`src/rtl/bp_pkg.sv`:
```
`default_nettype none
// ============================================================================
//  Module      : bp_pkg
//  Description : Shared types and constants for the branch-predictor update
//                scheduler: default tag width, queued-update record, port-op
//                encoding and scheduler state encoding.
//  Revision    : 1.0 - initial release
// ============================================================================
package bp_pkg;

  // Default branch tag width (PC index bits)
  localparam int BP_TAG_LEN = 10;

  // Predictor port operation encoding carried on pred_we
  localparam logic BP_OP_READ  = 1'b0;
  localparam logic BP_OP_WRITE = 1'b1;

  // One resolved-branch update as held in the update FIFO
  typedef struct packed {
    logic [BP_TAG_LEN-1:0] tag;
    logic                  taken;
  } bp_upd_t;

  // Scheduler state: normal arbitration, or one forced drain pending
  typedef enum logic [0:0] {
    SCHED_NORMAL = 1'b0,
    SCHED_FORCE  = 1'b1
  } sched_state_t;

endpackage
`default_nettype wire

```
`src/rtl/bp_update_sched_if.sv`:
```
`default_nettype none
// ============================================================================
//  Module      : bp_update_sched_if
//  Description : Bundle of the update sources, fetch lookup, flush and the
//                predictor-side port of the update scheduler. The scheduler
//                uses the slave view; its environment uses the master view.
//  Revision    : 1.0 - initial release
// ============================================================================
interface bp_update_sched_if
  import bp_pkg::*;
#(
  parameter int TAG_LEN = BP_TAG_LEN,
  parameter int DEPTH   = 4
) ();

  localparam int CNT_W = $clog2(DEPTH) + 1;

  logic               flush;

  logic               upd0_valid;
  logic               upd0_ready;
  logic [TAG_LEN-1:0] upd0_tag;
  logic               upd0_taken;

  logic               upd1_valid;
  logic               upd1_ready;
  logic [TAG_LEN-1:0] upd1_tag;
  logic               upd1_taken;

  logic               lkp_valid;
  logic               lkp_ready;
  logic [TAG_LEN-1:0] lkp_tag;

  logic               pred_en;
  logic               pred_we;
  logic [TAG_LEN-1:0] pred_tag;
  logic               pred_taken;

  logic [CNT_W-1:0]   q_count;

  // Environment side: IF/EX stages and the predictor table
  modport master (
    output flush,
    output upd0_valid, upd0_tag, upd0_taken,
    output upd1_valid, upd1_tag, upd1_taken,
    output lkp_valid, lkp_tag,
    input  upd0_ready, upd1_ready, lkp_ready,
    input  pred_en, pred_we, pred_tag, pred_taken,
    input  q_count
  );

  // Scheduler side
  modport slave (
    input  flush,
    input  upd0_valid, upd0_tag, upd0_taken,
    input  upd1_valid, upd1_tag, upd1_taken,
    input  lkp_valid, lkp_tag,
    output upd0_ready, upd1_ready, lkp_ready,
    output pred_en, pred_we, pred_tag, pred_taken,
    output q_count
  );

endinterface
`default_nettype wire

```
`src/rtl/bp_upd_fifo.sv`:
```
`default_nettype none
// ============================================================================
//  Module      : bp_upd_fifo
//  Description : Small synchronous FIFO holding queued predictor updates.
//                Power-of-two depth so pointers wrap naturally. Full/empty
//                come from the registered count. flush empties the FIFO at
//                the clock edge and blocks both read and write that cycle.
//  Revision    : 1.0 - initial release
// ============================================================================
module bp_upd_fifo
  import bp_pkg::*;
#(
  parameter int DEPTH = 4,
  parameter int WIDTH = BP_TAG_LEN + 1
) (
  input  logic                     clk,
  input  logic                     rst,
  input  logic                     flush,
  input  logic                     wr_en,
  input  logic [WIDTH-1:0]         wr_data,
  input  logic                     rd_en,
  output logic [WIDTH-1:0]         rd_data,
  output logic [$clog2(DEPTH):0]   count,
  output logic                     full,
  output logic                     empty
);

  localparam int                PTR_W    = $clog2(DEPTH);
  localparam int                CNT_W    = PTR_W + 1;
  localparam logic [CNT_W-1:0]  FULL_CNT = CNT_W'(DEPTH);

  logic [WIDTH-1:0] mem [DEPTH];
  logic [PTR_W-1:0] wr_ptr;
  logic [PTR_W-1:0] rd_ptr;
  logic [CNT_W-1:0] cnt;
  logic             do_wr;
  logic             do_rd;

  assign full    = (cnt == FULL_CNT);
  assign empty   = (cnt == '0);
  assign do_wr   = wr_en & ~full & ~flush;
  assign do_rd   = rd_en & ~empty & ~flush;
  assign rd_data = mem[rd_ptr];
  assign count   = cnt;

  // Pointer and occupancy tracking; simultaneous push and pop hold the count
  always_ff @(posedge clk or posedge rst) begin
    if (rst) begin
      wr_ptr <= '0;
      rd_ptr <= '0;
      cnt    <= '0;
    end else if (flush) begin
      wr_ptr <= '0;
      rd_ptr <= '0;
      cnt    <= '0;
    end else begin
      if (do_wr) wr_ptr <= wr_ptr + 1'b1;
      if (do_rd) rd_ptr <= rd_ptr + 1'b1;
      case ({do_wr, do_rd})
        2'b10:   cnt <= cnt + 1'b1;
        2'b01:   cnt <= cnt - 1'b1;
        default: cnt <= cnt;
      endcase
    end
  end

  // Entry storage; contents are don't-care until written, so no reset
  always_ff @(posedge clk) begin
    if (do_wr) mem[wr_ptr] <= wr_data;
  end

endmodule
`default_nettype wire

```
`src/rtl/bp_update_sched.sv`:
```
`default_nettype none
// ============================================================================
//  Module      : bp_update_sched
//  Description : Scheduler for the branch predictor's single table port.
//                Two resolved-branch sources are merged round-robin into a
//                small FIFO; queued updates drain when no fetch lookup is
//                pending, and a starvation guard forces one drain after
//                STARVE_LIM consecutive lookup wins over a non-empty FIFO.
//  Options     : BP_SCHED_STATS_EN adds force_cnt / stall_cnt outputs.
//  Revision    : 1.0 - initial release
// ============================================================================
module bp_update_sched
  import bp_pkg::*;
#(
  parameter int TAG_LEN    = BP_TAG_LEN,
  parameter int DEPTH      = 4,
  parameter int STARVE_LIM = 3
) (
  input  logic              clk,
  input  logic              rst,
  bp_update_sched_if.slave  bus
`ifdef BP_SCHED_STATS_EN
  ,
  output logic [15:0]       force_cnt,
  output logic [15:0]       stall_cnt
`endif
);

  localparam int                 CNT_W    = $clog2(DEPTH) + 1;
  localparam int                 WAIT_W   = $clog2(STARVE_LIM + 1);
  localparam logic [WAIT_W-1:0]  WAIT_LIM = WAIT_W'(STARVE_LIM);

  sched_state_t       state;
  sched_state_t       state_nxt;
  logic [WAIT_W-1:0]  wait_cnt;
  logic [WAIT_W-1:0]  wait_nxt;
  logic               rr_ptr;

  logic               grant0;
  logic               grant1;
  logic               ready0;
  logic               ready1;
  logic               enq;
  logic [TAG_LEN:0]   enq_data;

  logic               lkp_win;
  logic               deq;
  logic [TAG_LEN:0]   head;
  logic [CNT_W-1:0]   count;
  logic               full;
  logic               empty;

  // Round-robin grant between the two update sources and FIFO write select
  always_comb begin
    grant0   = bus.upd0_valid & (~bus.upd1_valid | ~rr_ptr);
    grant1   = bus.upd1_valid & (~bus.upd0_valid |  rr_ptr);
    ready0   = grant0 & ~full & ~bus.flush;
    ready1   = grant1 & ~full & ~bus.flush;
    enq      = ready0 | ready1;
    enq_data = ready1 ? {bus.upd1_tag, bus.upd1_taken}
                      : {bus.upd0_tag, bus.upd0_taken};
  end

  // Port ownership: lookups win unless a forced drain is due; a flush cycle
  // still serves lookups but never writes the predictor
  always_comb begin
    lkp_win = bus.lkp_valid & ((state == SCHED_NORMAL) | bus.flush);
    deq     = ~lkp_win & ~empty & ~bus.flush;
  end

  // Round-robin pointer moves only when an update is accepted
  always_ff @(posedge clk or posedge rst) begin
    if (rst) begin
      rr_ptr <= 1'b0;
    end else if (enq) begin
      rr_ptr <= ready0;
    end
  end

  // Starvation guard state register
  always_ff @(posedge clk or posedge rst) begin
    if (rst) begin
      state    <= SCHED_NORMAL;
      wait_cnt <= '0;
    end else begin
      state    <= state_nxt;
      wait_cnt <= wait_nxt;
    end
  end

  // Starvation guard next state: count lookup wins over a waiting FIFO and
  // arm a forced drain when the limit is reached
  always_comb begin
    state_nxt = state;
    wait_nxt  = wait_cnt;
    if (bus.flush || deq || empty) begin
      state_nxt = SCHED_NORMAL;
      wait_nxt  = '0;
    end else if (lkp_win && (wait_cnt != WAIT_LIM)) begin
      wait_nxt = wait_cnt + 1'b1;
      if (wait_cnt == WAIT_LIM - 1'b1) begin
        state_nxt = SCHED_FORCE;
      end
    end
  end

  // Predictor port mux; every output is held low while reset is asserted
  always_comb begin
    bus.pred_en    = 1'b0;
    bus.pred_we    = BP_OP_READ;
    bus.pred_tag   = '0;
    bus.pred_taken = 1'b0;
    bus.lkp_ready  = 1'b0;
    if (!rst) begin
      if (lkp_win) begin
        bus.pred_en   = 1'b1;
        bus.pred_we   = BP_OP_READ;
        bus.pred_tag  = bus.lkp_tag;
        bus.lkp_ready = 1'b1;
      end else if (deq) begin
        bus.pred_en    = 1'b1;
        bus.pred_we    = BP_OP_WRITE;
        bus.pred_tag   = head[TAG_LEN:1];
        bus.pred_taken = head[0];
      end
    end
  end

  assign bus.upd0_ready = ready0 & ~rst;
  assign bus.upd1_ready = ready1 & ~rst;
  assign bus.q_count    = count;

  bp_upd_fifo #(
    .DEPTH (DEPTH),
    .WIDTH (TAG_LEN + 1)
  ) u_fifo (
    .clk     (clk),
    .rst     (rst),
    .flush   (bus.flush),
    .wr_en   (enq),
    .wr_data (enq_data),
    .rd_en   (deq),
    .rd_data (head),
    .count   (count),
    .full    (full),
    .empty   (empty)
  );

`ifdef BP_SCHED_STATS_EN
  logic [1:0]  stall_inc;
  logic [16:0] stall_sum;

  // Per-cycle stall contribution from both sources, widened for saturation
  always_comb begin
    stall_inc = {1'b0, bus.upd0_valid & ~ready0} + {1'b0, bus.upd1_valid & ~ready1};
    stall_sum = {1'b0, stall_cnt} + {15'b0, stall_inc};
  end

  // Saturating statistics; cleared by reset only, unaffected by flush
  always_ff @(posedge clk or posedge rst) begin
    if (rst) begin
      force_cnt <= '0;
      stall_cnt <= '0;
    end else begin
      if (deq && (state == SCHED_FORCE) && (force_cnt != 16'hFFFF)) begin
        force_cnt <= force_cnt + 16'd1;
      end
      stall_cnt <= stall_sum[16] ? 16'hFFFF : stall_sum[15:0];
    end
  end
`endif

endmodule
`default_nettype wire

```
`src/flat_wrapper.sv`:
```
// flat-port wrapper written by rule: the top's interface ports become plain ports
module bp_update_sched_flat import bp_pkg::*;
#(
  parameter int TAG_LEN    = BP_TAG_LEN,
  parameter int DEPTH      = 4,
  parameter int STARVE_LIM = 3
)
  (clk, rst, bus_flush, bus_upd0_valid, bus_upd0_tag, bus_upd0_taken, bus_upd1_valid, bus_upd1_tag, bus_upd1_taken, bus_lkp_valid, bus_lkp_tag, bus_upd0_ready, bus_upd1_ready, bus_lkp_ready, bus_pred_en, bus_pred_we, bus_pred_tag, bus_pred_taken, bus_q_count);
  bp_update_sched_if #(.TAG_LEN(TAG_LEN), .DEPTH(DEPTH)) bus_i ();
  input  logic clk;
  input  logic rst;
  input wire logic [$bits(bus_i.flush)-1:0] bus_flush;
  input wire logic [$bits(bus_i.upd0_valid)-1:0] bus_upd0_valid;
  input wire logic [$bits(bus_i.upd0_tag)-1:0] bus_upd0_tag;
  input wire logic [$bits(bus_i.upd0_taken)-1:0] bus_upd0_taken;
  input wire logic [$bits(bus_i.upd1_valid)-1:0] bus_upd1_valid;
  input wire logic [$bits(bus_i.upd1_tag)-1:0] bus_upd1_tag;
  input wire logic [$bits(bus_i.upd1_taken)-1:0] bus_upd1_taken;
  input wire logic [$bits(bus_i.lkp_valid)-1:0] bus_lkp_valid;
  input wire logic [$bits(bus_i.lkp_tag)-1:0] bus_lkp_tag;
  output wire logic [$bits(bus_i.upd0_ready)-1:0] bus_upd0_ready;
  output wire logic [$bits(bus_i.upd1_ready)-1:0] bus_upd1_ready;
  output wire logic [$bits(bus_i.lkp_ready)-1:0] bus_lkp_ready;
  output wire logic [$bits(bus_i.pred_en)-1:0] bus_pred_en;
  output wire logic [$bits(bus_i.pred_we)-1:0] bus_pred_we;
  output wire logic [$bits(bus_i.pred_tag)-1:0] bus_pred_tag;
  output wire logic [$bits(bus_i.pred_taken)-1:0] bus_pred_taken;
  output wire logic [$bits(bus_i.q_count)-1:0] bus_q_count;
  assign bus_i.flush = bus_flush;
  assign bus_i.upd0_valid = bus_upd0_valid;
  assign bus_i.upd0_tag = bus_upd0_tag;
  assign bus_i.upd0_taken = bus_upd0_taken;
  assign bus_i.upd1_valid = bus_upd1_valid;
  assign bus_i.upd1_tag = bus_upd1_tag;
  assign bus_i.upd1_taken = bus_upd1_taken;
  assign bus_i.lkp_valid = bus_lkp_valid;
  assign bus_i.lkp_tag = bus_lkp_tag;
  assign bus_upd0_ready = bus_i.upd0_ready;
  assign bus_upd1_ready = bus_i.upd1_ready;
  assign bus_lkp_ready = bus_i.lkp_ready;
  assign bus_pred_en = bus_i.pred_en;
  assign bus_pred_we = bus_i.pred_we;
  assign bus_pred_tag = bus_i.pred_tag;
  assign bus_pred_taken = bus_i.pred_taken;
  assign bus_q_count = bus_i.q_count;
  bp_update_sched #(.TAG_LEN(TAG_LEN), .DEPTH(DEPTH), .STARVE_LIM(STARVE_LIM)) u_core (.clk(clk), .rst(rst), .bus(bus_i));
endmodule
```
`config.mk`:
```
export PLATFORM = sky130hd
export DESIGN_NAME = bp_update_sched_flat
export DESIGN_NICKNAME = d
export VERILOG_FILES = /design/src/rtl/bp_pkg.sv /design/src/rtl/bp_update_sched_if.sv /design/src/rtl/bp_upd_fifo.sv /design/src/rtl/bp_update_sched.sv /design/src/flat_wrapper.sv
export SDC_FILE = /design/constraint.sdc
export NUM_CORES = 1
export LEC_CHECK = 0
export CAP_MARGIN = 20
export CORE_MARGIN = 5
export CORE_UTILIZATION = 50
export DETAILED_ROUTE_END_ITERATION = 7
export GPL_ROUTABILITY_DRIVEN = 0
export PLACE_DENSITY = 0.82
export SETUP_SLACK_MARGIN = 0.1
export SYNTH_ARGS = -nofsm -noshare
export SYNTH_HDL_FRONTEND = slang
export SYNTH_SLANG_ARGS = --single-unit
```
`constraint.sdc`:
```
create_clock -name clk -period 2.65 [get_ports clk]
set_clock_uncertainty 0.05 [all_clocks]
set_input_delay 0.795 -clock clk [delete_from_list [all_inputs] [get_ports clk]]
set_output_delay 0.795 -clock clk [all_outputs]
set_load 0.1 [all_outputs]
```
==> results of run 1 <==
-- logic make-up after synthesis --
logic type,count (synthesis)
fa+ha+maj,7
simple gates,38
mux,26
compound gates,20
buf+inv,14
flops,55
xor+xnor,4
-- where the power goes --
group | switching [uW] | internal, uW | leakage, uW | total, uW
sequential | 92.0 | 1080 | 0.000541 | 1180
combinational | 754 | 594 | 0.000923 | 1350
clock | 292 | 292 | 0.0000607 | 584
-- path summary, 6_finish.rpt --
| path | start | to | slack, ns |
|---|---|---|---|
| worst min-delay path | u_core.state$_DFFE_PP0P_ | u_core.state$_DFFE_PP0P_ | 0.53 |
| worst max register to register | u_core.u_fifo.count[0]$_DFFE_PP0P_ | u_core.u_fifo.count[2]$_DFFE_PP0P_ | 0.16 |
| worst min register to register | u_core.state$_DFFE_PP0P_ | u_core.state$_DFFE_PP0P_ | 0.53 |
| min in group asynchronous | rst | u_core.u_fifo.rd_ptr[0]$_DFFE_PP0P_ | 0.57 |
| worst max-delay path | bus_lkp_valid | bus_pred_tag[9] | -0.15 |
| max in group asynchronous | rst | u_core.u_fifo.count[2]$_DFFE_PP0P_ | 1.80 |
-- final cells by class --
| cell class | count | area, um^2 |
|---|---|---|
| Sequential cell | 55 | 1610 |
| Multi-Input combinational cell | 96 | 1150 |
| Fill cell | 299 | 1130 |
| Timing Repair Buffer | 85 | 1010 |
| Tap cell | 70 | 87.6 |
| Clock buffer | 5 | 68.8 |
| Clock inverter | 3 | 50.0 |
| Inverter | 7 | 30.0 |
-- state kept, by name (all words and copies together), names as in the netlist --
signal and count:
u_core.rr_ptr 1, u_core.u_fifo.count 3, u_core.u_fifo.mem 44, u_core.wait_cnt 2, u_core.state 1, u_core.u_fifo.wr_ptr 2, u_core.u_fifo.rd_ptr 2
-- critical path: cells and delay by family --
| kind | cells | cell delay, ns |
|---|---|---|
| and+or+nand+nor | 2 | 0.52 |
| buffers and inverters | 3 | 0.50 |
| AOI/OAI and AO/OA | 1 | 0.13 |
-- per-layer routing --
metal / GRT usage (%) / up-vias / wire [um]
met5: 0 / - / 0
met4: 5.94 / 0 / 85
met3: 5.15 / 12 / 446
met2: 38.6 / 79 / 3900
met1: 23.8 / 887 / 2560
li1: - / 800 / -
-- synth_stat cells, drive strengths merged --
cell type,number,area [um^2]
edfxtp,44,1320
mux2,12,169
dfrtp,11,275
mux4,11,248
nor2,11,41.3
a22o,10,87.6
inv,7,26.3
and2,6,37.5
ha,6,75.1
buf,5,36.3
nand2,4,15.0
nor3,4,30.0
a211oi,3,22.5
a21oi,3,18.8
mux2i,3,30.0
nand2b,3,18.8
xnor2,3,26.3
clkbuf,2,7.51
nor3b,2,31.3
nor4,2,18.8
or2,2,12.5
a21boi,1,18.8
a21o,1,7.51
and2b,1,7.51
and3,1,6.26
fa,1,20.0
nor2b,1,6.26
nor4b,1,8.76
o221a,1,11.3
o31ai,1,7.51
xor2,1,8.76
-- through the flow --
step	setup WS, ns	instance area [um^2]	setup TNS, ns	cells
2_1_floorplan	-0.119	2840	-0.903	164
3_3_place_gp	-0.465	3750	-17.92	302
3_5_place_dp	-0.572	3750	-24.72	302
4_1_cts	-0.336	4000	-3.27	321
5_1_grt	-0.185	4010	-2.07	321
6_report	-0.153	4010	-1.57	321
-- what timing repair did --
item,4_1_cts,5_1_grt
gates resized for setup,25,7
cloned,2,0
pin swaps,6,5
buffers inserted,10,0
hold buffers,0,0
endpoints found under the setup margin,26,16
==> impl_metrics.ini, run 1 <==
[global_routing]
grt_pass1_wl_mm = 10.8
grt_max_degree = 20
overflow = 0
first_global_vias = 1949
grt.total_usage_pct = 20.9
antenna_found_initial = 0

[logic_synthesis]
ys_ff_latch = 55
yosysSeqAreaShare_pct = 60.2
synth_top_family_by_area = multiplexers
synthMuxAreaShare_pct = 16.8
synthAdderAreaFrac_pct = 3.59
syn_inst = 164
syn-num-nets = 209
synth.cell_area_mm2 = 0.00265
synth-compound-area-share_pct = 6.56
synth-xor-area-share_pct = 1.32
yosysUniqueCellTypes = 39
syn_avg_cell_area_um2 = 16.2
yosys.area_share.simple_pct = 8.82
yosysWarnings = 0

[critical_path]
worstPathRequired_ns = 1.81
crit_path_cell_trace = buf_6, and2b_2, nor4_4, clkbuf_16, a22o_4, buf_12
slowest_stage = nor4_4
start_kind = primary input
ff2ff_path_depth = 8
arrival_ns = 1.96
endpoint_kind = output port
max_stage_delay_ns = 0.31
path_class = primary input to output port
crit_fanout = 6

[run]
maxCapViolCount = 0

[status]
status = complete, but fails checks
violations = negative setup slack

[cells_and_area]
most-common-layout-cells = edfxtp_1 (44), clkdlybuf4s50_1 (32), buf_4 (25), buf_12 (21), mux4_2 (11)
diodes = 0
layout_commonest_cell = edfxtp_1
drive_gt1_share_pct = 45.8
final_core_util_pct = 77.9
fin_nets = 295
area_growth_pct = 51.1

[hold_path]
whs_path_depth = 2
min-delay-path-class = flip-flop to flip-flop

[die]
die_area_mm2 = 0.00686
row_count = 26
fp.dieH_um = 82.8
ios = 57
fp.coreArea_mm2 = 0.00514
start_util_pct = 51.6
chipWidth_um = 82.8

[power]
total_power_uw = 3110
powerDensity_mw_per_mm2 = 776
ir_worst_vdd_mv = 0.405
p_leak_uw = 0.00153

[routing]
drc = 0
first_pass_iters = 4
initialDrtViolationCount = 129
routedWlPerCell_um = 21.8
vias = 1778
drtAntennaViolNets = 0
viasPerCell = 5.54
totalWireLength_mm = 6.99

[timing]
worstMarginPinSlew_ns = 0.443
max_freq_ghz = 0.357
drv_slew = 0
setup_ws_ns = -0.153
rsz0062_at_grt = yes
min_period_ns = 2.80
finalCritPeriodShare_pct = 106
hold_ws_ns = 0.531
hold_viol = 0
setup_violations = 13
max_slew_margin_pct = 70.2

[clocking]
clk-insertion-delay-late_ns = 0.31
htree_num_levels = 2
cts_root_buf = clkbuf_8
clk_pin_slew_ns = 0.10
cts_tree = built
cts_sinks = 55
cts-buffers-inserted = 5
clock_path_buffers = 2

[placement]
dpl.hpwl_mm = 4.70
portBuffers = 56
(Power assumes the default switching activity.)
==> run 2: changes to the inputs <==
Settings changed: HOLD_SLACK_MARGIN set to 0.06.
==> results of run 2 <==
Final layout, timing and power as in run 1 (identical DEF).
